### config.mk
export PLATFORM = sky130hd
export DESIGN_NAME = ucie_ctl_sb_tx_framer
export DESIGN_NICKNAME = d
export VERILOG_FILES = /design/src/rtl/ucie_ctl_sb_pkg.sv /design/src/rtl/ucie_ctl_sb_gap_timer.sv /design/src/rtl/ucie_ctl_sb_tx_framer.sv
export SDC_FILE = /design/constraint.sdc
export NUM_CORES = 1
export LEC_CHECK = 0
export CORE_AREA = 2 2 126 128
export CTS_CLUSTER_SIZE = 28
export DETAILED_ROUTE_END_ITERATION = 16
export DIE_AREA = 0 0 128 130
export DONT_BUFFER_PORTS = 1
export PLACE_DENSITY = 0.64
export SLEW_MARGIN = 20
export SYNTH_ARGS = -nofsm -noshare
export SYNTH_HDL_FRONTEND = slang
export SYNTH_SLANG_ARGS = --single-unit
export TNS_END_PERCENT = 10
### constraint.sdc
create_clock -name i_clk -period 2.2 [get_ports i_clk]
set_input_delay 0.44 -clock i_clk [delete_from_list [all_inputs] [get_ports i_clk]]
set_output_delay 0.44 -clock i_clk [all_outputs]
set_load 0.1 [all_outputs]
### src/rtl/ucie_ctl_sb_pkg.sv
// Shared sideband definitions: word layout, header field widths and TX framer states.
package ucie_ctl_sb_pkg;

  localparam int SB_WORD_W = 64;
  localparam int SB_CP_BIT = 63;
  localparam int SB_DP_BIT = 62;
  localparam int PH0_W     = 32;
  localparam int PH1_W     = 30;

  typedef enum logic [1:0] {
    IDLE = 2'd0,
    HDR  = 2'd1,
    DATA = 2'd2,
    GAP  = 2'd3
  } sb_tx_state_e;

  // Header word: cp at the top, dp below it, then phase1 and phase0.
  function automatic logic [SB_WORD_W-1:0] sb_pack_header(
    input logic             cp,
    input logic             dp,
    input logic [PH1_W-1:0] ph1,
    input logic [PH0_W-1:0] ph0
  );
    logic [SB_WORD_W-1:0] w;
    w                = '0;
    w[PH0_W-1:0]     = ph0;
    w[PH0_W+:PH1_W]  = ph1;
    w[SB_DP_BIT]     = dp;
    w[SB_CP_BIT]     = cp;
    return w;
  endfunction

endpackage

### src/rtl/ucie_ctl_sb_gap_timer.sv
// 4-bit down-counter that times the idle gap between sideband packets.
module ucie_ctl_sb_gap_timer (
  input  logic       i_clk,
  input  logic       i_rst,
  input  logic       i_load,
  input  logic [3:0] i_load_val,
  output logic       o_expired
);

  logic [3:0] cnt_q;
  logic [3:0] cnt_d;

  always_comb begin
    cnt_d = cnt_q;
    if (i_load) begin
      cnt_d = i_load_val;
    end else if (cnt_q != 4'd0) begin
      cnt_d = cnt_q - 4'd1;
    end
  end

  always_ff @(posedge i_clk) begin
    if (!i_rst) begin
      cnt_q <= 4'd0;
    end else begin
      cnt_q <= cnt_d;
    end
  end

  assign o_expired = (cnt_q == 4'd0);

endmodule

### src/rtl/ucie_ctl_sb_tx_framer.sv
// Sideband TX framer: captures one packet, emits header then optional data word, then idles GAP_CYCLES.
// Optional parity error injection is enabled by defining UCIE_CTL_SB_ERR_INJ_EN.
module ucie_ctl_sb_tx_framer
  import ucie_ctl_sb_pkg::*;
#(
  parameter int GAP_CYCLES = 2
) (
  input  logic                 i_clk,
  input  logic                 i_rst,
  input  logic                 i_pkt_valid,
  output logic                 o_pkt_ready,
  input  logic [PH0_W-1:0]     i_concat_phase0,
  input  logic [PH1_W-1:0]     i_concat_phase1,
  input  logic [SB_WORD_W-1:0] i_data,
  input  logic                 i_has_data,
  input  logic                 i_dp,
  input  logic                 i_cp,
`ifdef UCIE_CTL_SB_ERR_INJ_EN
  input  logic                 i_inj_dp_err,
  input  logic                 i_inj_cp_err,
`endif
  output logic [SB_WORD_W-1:0] o_sb_word,
  output logic                 o_sb_valid,
  input  logic                 i_sb_ready,
  output logic                 o_pkt_done,
  output logic                 o_busy
);

  localparam logic [3:0] GAP_LOAD = (GAP_CYCLES == 0) ? 4'd0 : 4'(GAP_CYCLES - 1);
  localparam bit         HAS_GAP  = (GAP_CYCLES != 0);

  sb_tx_state_e         state_q;
  logic [SB_WORD_W-1:0] data_q;
  logic                 has_data_q;
  logic [SB_WORD_W-1:0] word_q;
  logic                 valid_q;
  logic                 done_q;
  logic                 ready_q;

  logic accept;
  logic last_hs;
  logic gap_load;
  logic gap_expired;
  logic dp_cap;
  logic cp_cap;

`ifdef UCIE_CTL_SB_ERR_INJ_EN
  assign dp_cap = i_dp ^ i_inj_dp_err;
  assign cp_cap = i_cp ^ i_inj_cp_err;
`else
  assign dp_cap = i_dp;
  assign cp_cap = i_cp;
`endif

  assign accept   = i_pkt_valid & ready_q;
  // Handshake on the final word of the packet: header without data, or the data word.
  assign last_hs  = valid_q & i_sb_ready &
                    (((state_q == HDR) & ~has_data_q) | (state_q == DATA));
  assign gap_load = last_hs & HAS_GAP;

  ucie_ctl_sb_gap_timer u_gap_timer (
    .i_clk      (i_clk),
    .i_rst      (i_rst),
    .i_load     (gap_load),
    .i_load_val (GAP_LOAD),
    .o_expired  (gap_expired)
  );

  always_ff @(posedge i_clk) begin
    if (!i_rst) begin
      state_q    <= IDLE;
      data_q     <= '0;
      has_data_q <= 1'b0;
      word_q     <= '0;
      valid_q    <= 1'b0;
      done_q     <= 1'b0;
      ready_q    <= 1'b0;
    end else begin
      done_q <= last_hs;
      case (state_q)
        IDLE: begin
          if (accept) begin
            state_q    <= HDR;
            ready_q    <= 1'b0;
            data_q     <= i_data;
            has_data_q <= i_has_data;
            word_q     <= sb_pack_header(cp_cap, dp_cap, i_concat_phase1, i_concat_phase0);
            valid_q    <= 1'b1;
          end else begin
            ready_q <= 1'b1;
          end
        end
        HDR: begin
          if (i_sb_ready) begin
            if (has_data_q) begin
              state_q <= DATA;
              word_q  <= data_q;
            end else begin
              valid_q <= 1'b0;
              word_q  <= '0;
              state_q <= HAS_GAP ? GAP : IDLE;
              ready_q <= !HAS_GAP;
            end
          end
        end
        DATA: begin
          if (i_sb_ready) begin
            valid_q <= 1'b0;
            word_q  <= '0;
            state_q <= HAS_GAP ? GAP : IDLE;
            ready_q <= !HAS_GAP;
          end
        end
        GAP: begin
          if (gap_expired) begin
            state_q <= IDLE;
            ready_q <= 1'b1;
          end
        end
        default: state_q <= IDLE;
      endcase
    end
  end

  assign o_pkt_ready = ready_q;
  assign o_sb_word   = word_q;
  assign o_sb_valid  = valid_q;
  assign o_pkt_done  = done_q;
  assign o_busy      = (state_q != IDLE);

endmodule

==> flow_summary.toml <==
[critical_path]
worstSetupPathType = "flip-flop to flip-flop"
required_ps = 2510
reg2reg_from = "state_q[0]"
cp.arrival_ps = 2280
r2r_end = "o_sb_valid"
ff2ff_path_depth = 6
cp-start-kind = "flip-flop"
worstSetupStartpoint = "state_q[0]"
path_max_fanout = 39
crit_path_end = "o_sb_valid"
reg2reg_slack_ps = 240
worstSetupEndpointType = "flip-flop"

[placed_design]
place_area_um2 = 7020
dp_cells = 975
port-buffer-count = 0
hpwl_um = 11300
gp_congestion = 0.777

[power_and_ir_drop]
p_leak_nw = 3.18
p_int_mw = 6.76
sw_frac_of_total_pct = 49.8
p_sw_mw = 6.71
powerDensity_nw_per_um2 = 1770
vdd_drop_max_mv = 0.759
p_total_mw = 13.5
p_comb_share_pct = 52.9
seq_power_share_pct = 25.5
pwr-share-clk_pct = 21.6

[timing]
period_needed_ps = 1960
hold_viol_final = 0
setup_viol = 0
tns_ps = 0
max_freq_mhz = 509
maxSlewHeadroom_pct = 62.3
report.final.slew_viol_count = 0
fin_hold_ws_ps = 155
rsz0062_at_grt = "no"
fin_crit_sh_pct = 89.3
finClkSkew_ps = 7.61
tightest_slew_ps = 565

[route]
dr.pass1.iters = 5
routed_wl_um = 16500
post_drt_wl_per_cell_um = 16.4
vias = 5358
drcViolationCount = 0
ant_nets = 0
avgViaCountPerCell = 5.32
drt_iter0_drc = 367

[global_route]
grt_pass1_vias = 5104
grt_max_degree = 139
grt_pass1_wl_um = 26000
grt.total_usage_pct = 19.8
grt_overflow_total = 0
antenna_found_initial = 0

[synthesis]
ys_seq_area_share_pct = 43.0
postSynthAreaPerCell_um2 = 8.29
syn_inst = 775
syn_nets = 914
synth-edff-count = 0
synth.distinct_cells = 36
yosys_warnings = 0
synthMostInstantiatedCell = "nand2_1"
synth_top_area_share_pct = 43.0
async_flop_share_pct = 0
synth_area_leaders = "dfxtp_1, nand2_1, mux2i_1"
yosysTopAreaCell = "dfxtp_1"
syn_area_um2 = 6430
ys_ff_latch = 138
yosys-top-cells-count = "nand2_1, dfxtp_1, mux2i_1"
ys.flop_type = "dfxtp_1"

[floorplan]
ios = 201
start_util_pct = 41.7
die_w_um = 128
chipHeight_um = 130
core_um2 = 15400
die-area_um2 = 16600
fp-row-count = 46

[clock_network]
cts_tree = "built"
clock_latency_ps = 410
cts_made_buffers = 17
cts_resized = 0
post_cts_buffers = 0
cts.clk_slew.worst_paths_ps = 60
cts-root-buf = "clkbuf_16"
hold_buffers = 0
cts_buffer_depth = 2
cts.sinks = 138
htreeDepth = 4

[outcome]
status = "complete, no violations"

[finish]
area_growth_syn_to_layout_pct = 18.7
stdcell_area_um2 = 7620
drive_gt1_share_pct = 14.7
stdcell_count = 1007
fin_nets = 941
antennaDiodeCount = 0

[hold_path]
hp-class = "input port to flip-flop"

[flow_run]
drv_cap = 0
## stage by stage
step,util (%),setup WS (ps)
floorplan,-,5.44
global placement,45.5,329
detailed placement,45.5,249
CTS,49.4,225
global route,49.4,108
finish,49.4,235
## per-layer routing
| metal | vias to the layer above | routed length (um) | track usage, % |
|---|---|---|---|
| li1 | 2693 | - | - |
| met4 | 0 | 390 | 8.40 |
| met1 | 2453 | 7160 | 24.6 |
| met2 | 183 | 7910 | 33.2 |
| met5 | - | 0 | 0 |
| met3 | 29 | 1040 | 4.80 |
## power groups by stage
stage / logic [mW] / clock network, mW / registers, mW
global route: 7.51 / 3.07 / 3.51
global placement: 7.01 / 0 / 3.46
floorplan: 2.64 / 0 / 6.60
finish: 7.13 / 2.91 / 3.44
detailed placement: 7.15 / 0 / 3.49
CTS: 7.16 / 2.97 / 3.44
## placed cells by master, fill, tap and decap left out, types with 2 or more instances in the layout
cell type / count
clkbuf_16: 17
dfxtp_1: 137
inv_1: 6
o21ai_0: 64
nor2b_1: 65
a21oi_1: 65
buf_12: 3
bufinv_16: 3
ha_1: 4
clkbuf_1: 2
clkinv_4: 2
and4_1: 64
clkinv_2: 3
mux2i_1: 68
nand2b_1: 2
nor3_1: 2
and2_1: 3
nand2_1: 198
buf_4: 78
clkbuf_8: 2
clkinvlp_4: 3
nor2_1: 2
## worst min path at each step
stage	startpoint	end	cells past startpoint
6_report	i_data[45]	data_q[45]	2
5_1_grt	i_data[45]	data_q[45]	2
4_1_cts	i_data[45]	data_q[45]	2
3_5_place_dp	data_q[22]	data_q[22]	2
3_3_place_gp	data_q[27]	data_q[27]	2
2_1_floorplan	data_q[0]	data_q[0]	2
## flip-flops by register name, summed over array words and instances, names as in the netlist
| register | count |
|---|---|
| has_data_q | 1 |
| o_sb_word | 64 |
| o_pkt_done | 1 |
| data_q | 64 |
| o_pkt_ready | 1 |
| o_sb_valid | 1 |
| u_gap_timer.cnt_q | 4 |
| state_q | 2 |
## critical path, stage by stage, from the launching register on
cell and delay [ps]:
dfxtp_1 380, inv_1 120, ha_1 270, o21ba_1 220, or3_4 360, buf_12 220, o41ai_2 300
## area by class of cell
class,instances,area (um^2)
Clock buffer,21,460
Clock inverter,11,145
Fill cell,1449,7800
Inverter,7,26.3
Multi-Input combinational cell,557,3340
Sequential cell,138,2760
Tap cell,192,240
Timing Repair Buffer,81,646
## logic make-up after synthesis
kind of cell / Yosys count / synth area share (%)
AOI/OAI and AO/OA: 141 / 11.8
xor gates and xnor gates: 1 / 0.136
adders and majority gates: 6 / 1.17
buffers and inverters: 80 / 5.39
DFF: 138 / 43.0
muxes: 68 / 10.6
and+or+nand+nor: 341 / 27.9
Note: power is estimated with default switching activity, not from simulation.
